File: src/rtl/id_forward_scoreboard.sv
// ID-stage forwarding/hazard unit: shift scoreboard of in-flight register writers feeding
// per-operand bypass selects and a stall request. Optional stall counter: `ID_FWD_PERF_EN.
module id_forward_scoreboard #(
    parameter int ADDR_W  = 5,
    parameter int NUM_SRC = 2,
    parameter int DEPTH   = 3,
    parameter int SEL_W   = $clog2(DEPTH + 1)
) (
    input  logic                        clk,
    input  logic                        reset,
    input  logic                        advance,
    input  logic                        flush,
    input  logic                        id_valid,
    input  logic [NUM_SRC*ADDR_W-1:0]   id_src_addr,
    input  logic                        id_reg_write,
    input  logic [ADDR_W-1:0]           id_dst_addr,
    input  logic [SEL_W-1:0]            id_rdy_stage,
    output logic [NUM_SRC*SEL_W-1:0]    fwd_sel,
    output logic                        stall_id
`ifdef ID_FWD_PERF_EN
    ,
    output logic [31:0]                 stall_count
`endif
);

    // Index 1 is the youngest entry (EX); index DEPTH is the oldest still able to forward.
    logic              valid_reg [1:DEPTH];
    logic [ADDR_W-1:0] dst_reg   [1:DEPTH];
    logic [SEL_W-1:0]  rdy_reg   [1:DEPTH];

    logic [SEL_W-1:0]   rdy_clamped;
    logic               capture;
    logic [NUM_SRC-1:0] hazard_vec;

    always_comb begin
        rdy_clamped = id_rdy_stage;
        if (id_rdy_stage == '0) begin
            rdy_clamped = SEL_W'(1);
        end else if (id_rdy_stage > SEL_W'(DEPTH)) begin
            rdy_clamped = SEL_W'(DEPTH);
        end
    end

    // A stalled or flushed instruction must not be recorded; a bubble enters instead.
    assign capture = id_valid & id_reg_write & (id_dst_addr != '0) & ~stall_id & ~flush;

    always_ff @(posedge clk) begin
        if (!reset) begin
            for (int k = 1; k <= DEPTH; k++) begin
                valid_reg[k] <= 1'b0;
                dst_reg[k]   <= '0;
                rdy_reg[k]   <= '0;
            end
        end else if (advance) begin
            valid_reg[1] <= capture;
            dst_reg[1]   <= capture ? id_dst_addr : '0;
            rdy_reg[1]   <= capture ? rdy_clamped : '0;
            for (int k = 2; k <= DEPTH; k++) begin
                valid_reg[k] <= valid_reg[k-1];
                dst_reg[k]   <= dst_reg[k-1];
                rdy_reg[k]   <= rdy_reg[k-1];
            end
        end
    end

    genvar gi;
    generate
        for (gi = 0; gi < NUM_SRC; gi++) begin : g_src
            logic [ADDR_W-1:0] src_addr;
            logic [SEL_W-1:0]  sel_next;
            logic              hazard_next;

            assign src_addr = id_src_addr[gi*ADDR_W +: ADDR_W];

            // Scan oldest to youngest so the youngest match overwrites any older one.
            always_comb begin
                sel_next    = '0;
                hazard_next = 1'b0;
                for (int k = DEPTH; k >= 1; k--) begin
                    if (valid_reg[k] && (dst_reg[k] == src_addr) && (src_addr != '0)) begin
                        if (SEL_W'(k) >= rdy_reg[k]) begin
                            sel_next    = SEL_W'(k);
                            hazard_next = 1'b0;
                        end else begin
                            sel_next    = '0;
                            hazard_next = 1'b1;
                        end
                    end
                end
            end

            assign fwd_sel[gi*SEL_W +: SEL_W] = reset ? sel_next : '0;
            assign hazard_vec[gi]             = hazard_next;
        end
    endgenerate

    assign stall_id = reset & id_valid & ~flush & (|hazard_vec);

`ifdef ID_FWD_PERF_EN
    logic [31:0] stall_count_reg;

    always_ff @(posedge clk) begin
        if (!reset) begin
            stall_count_reg <= '0;
        end else if (advance && stall_id && (stall_count_reg != 32'hFFFF_FFFF)) begin
            stall_count_reg <= stall_count_reg + 32'd1;
        end
    end

    assign stall_count = stall_count_reg;
`endif

endmodule

File: config.mk
export PLATFORM = sky130hd
export DESIGN_NAME = id_forward_scoreboard
export DESIGN_NICKNAME = d
export VERILOG_FILES = /design/src/rtl/id_forward_scoreboard.sv
export SDC_FILE = /design/constraint.sdc
export NUM_CORES = 1
export LEC_CHECK = 0
export ABC_CLOCK_PERIOD_IN_PS = 4100
export CAP_MARGIN = 20
export CORE_MARGIN = 4
export CORE_UTILIZATION = 54
export DETAILED_ROUTE_END_ITERATION = 10
export PLACE_DENSITY = 0.84
export SKIP_CTS_REPAIR_TIMING = 1
export SYNTH_ARGS = -nofsm -noshare
export SYNTH_HDL_FRONTEND = slang
export SYNTH_SLANG_ARGS = --single-unit
File: constraint.sdc
create_clock -name clk -period 4.1 [get_ports clk]
set_input_delay 0.615 -clock clk [delete_from_list [all_inputs] [get_ports clk]]
set_output_delay 0.615 -clock clk [all_outputs]
set_load 0.03 [all_outputs]
==> results_dict.tcl <==
set metrics [dict create \
    dpl.hpwl_mm 2.366 \
    synth_flop_cell "edfxtp_1" \
    yosysWarnings 0 \
    rsz0062_at_grt "false" \
    finalHoldViolCount 0 \
    pre_cts_ws_ns 0.1210 \
    avgSynthCellArea_um2 11.45 \
    ys_ff_latch 22 \
    post_drt_wl_per_cell_um 16.89 \
    cp_max_fo 4 \
    yosysTopAreaCell "edfxtp_1" \
    ys_async_sr_fraction 0 \
    crit_chain "clkdlybuf4s50_1 -> or4_1 -> nor2_1 -> or4_1 -> o22a_1 -> nor3_1 -> nand2b_1 -> clkdlybuf4s50_1" \
    multi_input_area_um2 686.9 \
    overflow 0 \
    syn_inst 119 \
    power_uw 448.2 \
    cts_buffer_depth 2 \
    rows 17 \
    seq_area_um2 660.6 \
    cts_buffers 3 \
    clk_pin_slew_ns 0.11 \
    yosysUniqueCellTypes 28 \
    first_pass_iters 4 \
    viasPerCell 5.989 \
    grt_usage 0.1951 \
    relSlewSlack 0.3228 \
    largest_reg_flops 15 \
    period_share 0.9722 \
    dr_total_vias 1066 \
    hold_path.class "reg -> reg" \
    power.density_mw_per_mm2 262.2 \
    htreeDepth 1 \
    critPathRequiredTime_ns 3.48 \
    path_class "in -> out" \
    n_antenna_cell 0 \
    synth_top_cell_area_share 0.4848 \
    final_util 0.7440 \
    fmax_ghz 0.2509 \
    max_slew.worst_pin.slew_ns 1.016 \
    synth_edf_count 22 \
    fillers 178 \
    synth_area_leaders "edfxtp_1 (48%), xnor2_1 (12%), xor2_1 (7.7%)" \
    die-width_um 58.23 \
    area_growth_pct 25.44 \
    die_h_um 58.23 \
    cpMaxStageDelayCell "clkdlybuf4s50_1" \
    yosys-top-cells-count "edfxtp_1 (22), xnor2_1 (18), and3_1 (14), xor2_1 (12), and2_1 (7)" \
    finalSetupTns_ns 0 \
    slowest_delay_ns 0.68 \
    critPathArrivalTime_ns 3.37 \
    period_minus_slack_ns 3.986 \
    core_mm2 0.002297 \
    setup_viol 0 \
    holdWs_ns 0.5656 \
    status "completed" \
    grt_pass1_vias 1107 \
    nets 175 \
    maxCapViolCount 0 \
    setup_slack_ns 0.1139 \
    initial_core_util 0.5931 \
    routed_wl_mm 3.006 \
    cp-start-kind "primary input" \
    gp_congestion 0.8493 \
    die-area_mm2 0.003391 \
    grt_pass1_wl_mm 4.933 \
    slew_violations 0 \
    antenna_found_initial 0 \
    drc 0 \
    netlist_area_mm2 0.001363 \
    cts.sinks 22 \
    ir_drop_uv 252.8 \
    numPortBuffers 27 \
    grt_max_degree 23 \
    boundaryPins 28 \
    worst_setup_path_end_kind "output pin" \
    leakagePower_uw 0.0006466 \
    clock_latency_ns 0.30 \
    drt_iter0_markers 52 \
    syn_nets 142 \
    yosysMostFrequentCell "edfxtp_1" \
    root_buffer "clkbuf_4" \
    cts_tree "done" \
    ys_seq_area_frac 0.4848 \
    drive_above_1_share 0.06667 \
    ant_nets 0 \
    skew_ns 0.006666 \
]
-- layout make-up --
type / count / share of cell area
inverter: 1 / 0.002196
multi-input combinational: 93 / 0.4019
sequential: 22 / 0.3865
tap: 28 / 0.02050
clock buffer: 3 / 0.01318
timing repair buffer: 31 / 0.1757
-- cells by family after synthesis --
kind of cell              Yosys count  share of synthesized area
AOI/OAI and AO/OA                  10                    0.05326
xor gates and xnor gates           30                     0.1928
buffers and inverters               4                    0.01102
DFF                                22                     0.4848
muxes                               2                    0.01469
and+or+nand+nor                    51                     0.2433
-- layout by cell type (no fill, tap or decap), types with 2 or more instances in the layout --
cell type and count:
clkdlybuf4s50_1 27, edfxtp_1 22, xnor2_1 18, and3_1 14, xor2_1 12, and2_1 7
nand4_1 6, or4_1 4, nand2_1 4, a21oi_1 4, buf_4 4, clkbuf_4 3
nor2_1 2, nor4_1 2, nor4_2 2, mux2i_1 2, nor3_1 2, nand2b_1 2
nor3b_1 2
-- where the power goes --
group          total, µW  leakage [µW]  internal (µW)  switching [µW]
registers            275      0.000242            262            13.0
logic               78.1      0.000391           43.2            34.9
clock network       95.0     0.0000138           34.3            60.7
-- critical path, delay by kind of cell --
family / cells / cell delay, ns
simple gates: 5 / 1.28
compound gates: 1 / 0.21
buf+inv: 2 / 1.28
-- stage by stage --
step	instances	cell area [µm²]
3_3_place_gp	175	1687
4_1_cts	178	1709
3_5_place_dp	175	1687
6_report	178	1709
5_1_grt	178	1709
2_1_floorplan	119	1363
-- layer usage --
layer  share of wire  global-route usage  wire length, µm
met5               0                   0                0
met4           0.025              0.1060               74
met3           0.066             0.04454              198
met2            0.47              0.3097             1410
met1            0.44              0.2454             1323
-- final timing paths --
path	startpoint	endpoint	slack, ns	cells after the start
min	rdy_reg[0][2]	rdy_reg[0][4]	0.57	1
max reg2reg	dst_reg[0][14]	dst_reg[0][7]	1.82	6
min reg2reg	rdy_reg[0][2]	rdy_reg[0][4]	0.57	1
max	id_src_addr[7]	stall_id	0.11	8
Note: power is estimated with default switching activity, not from simulation.
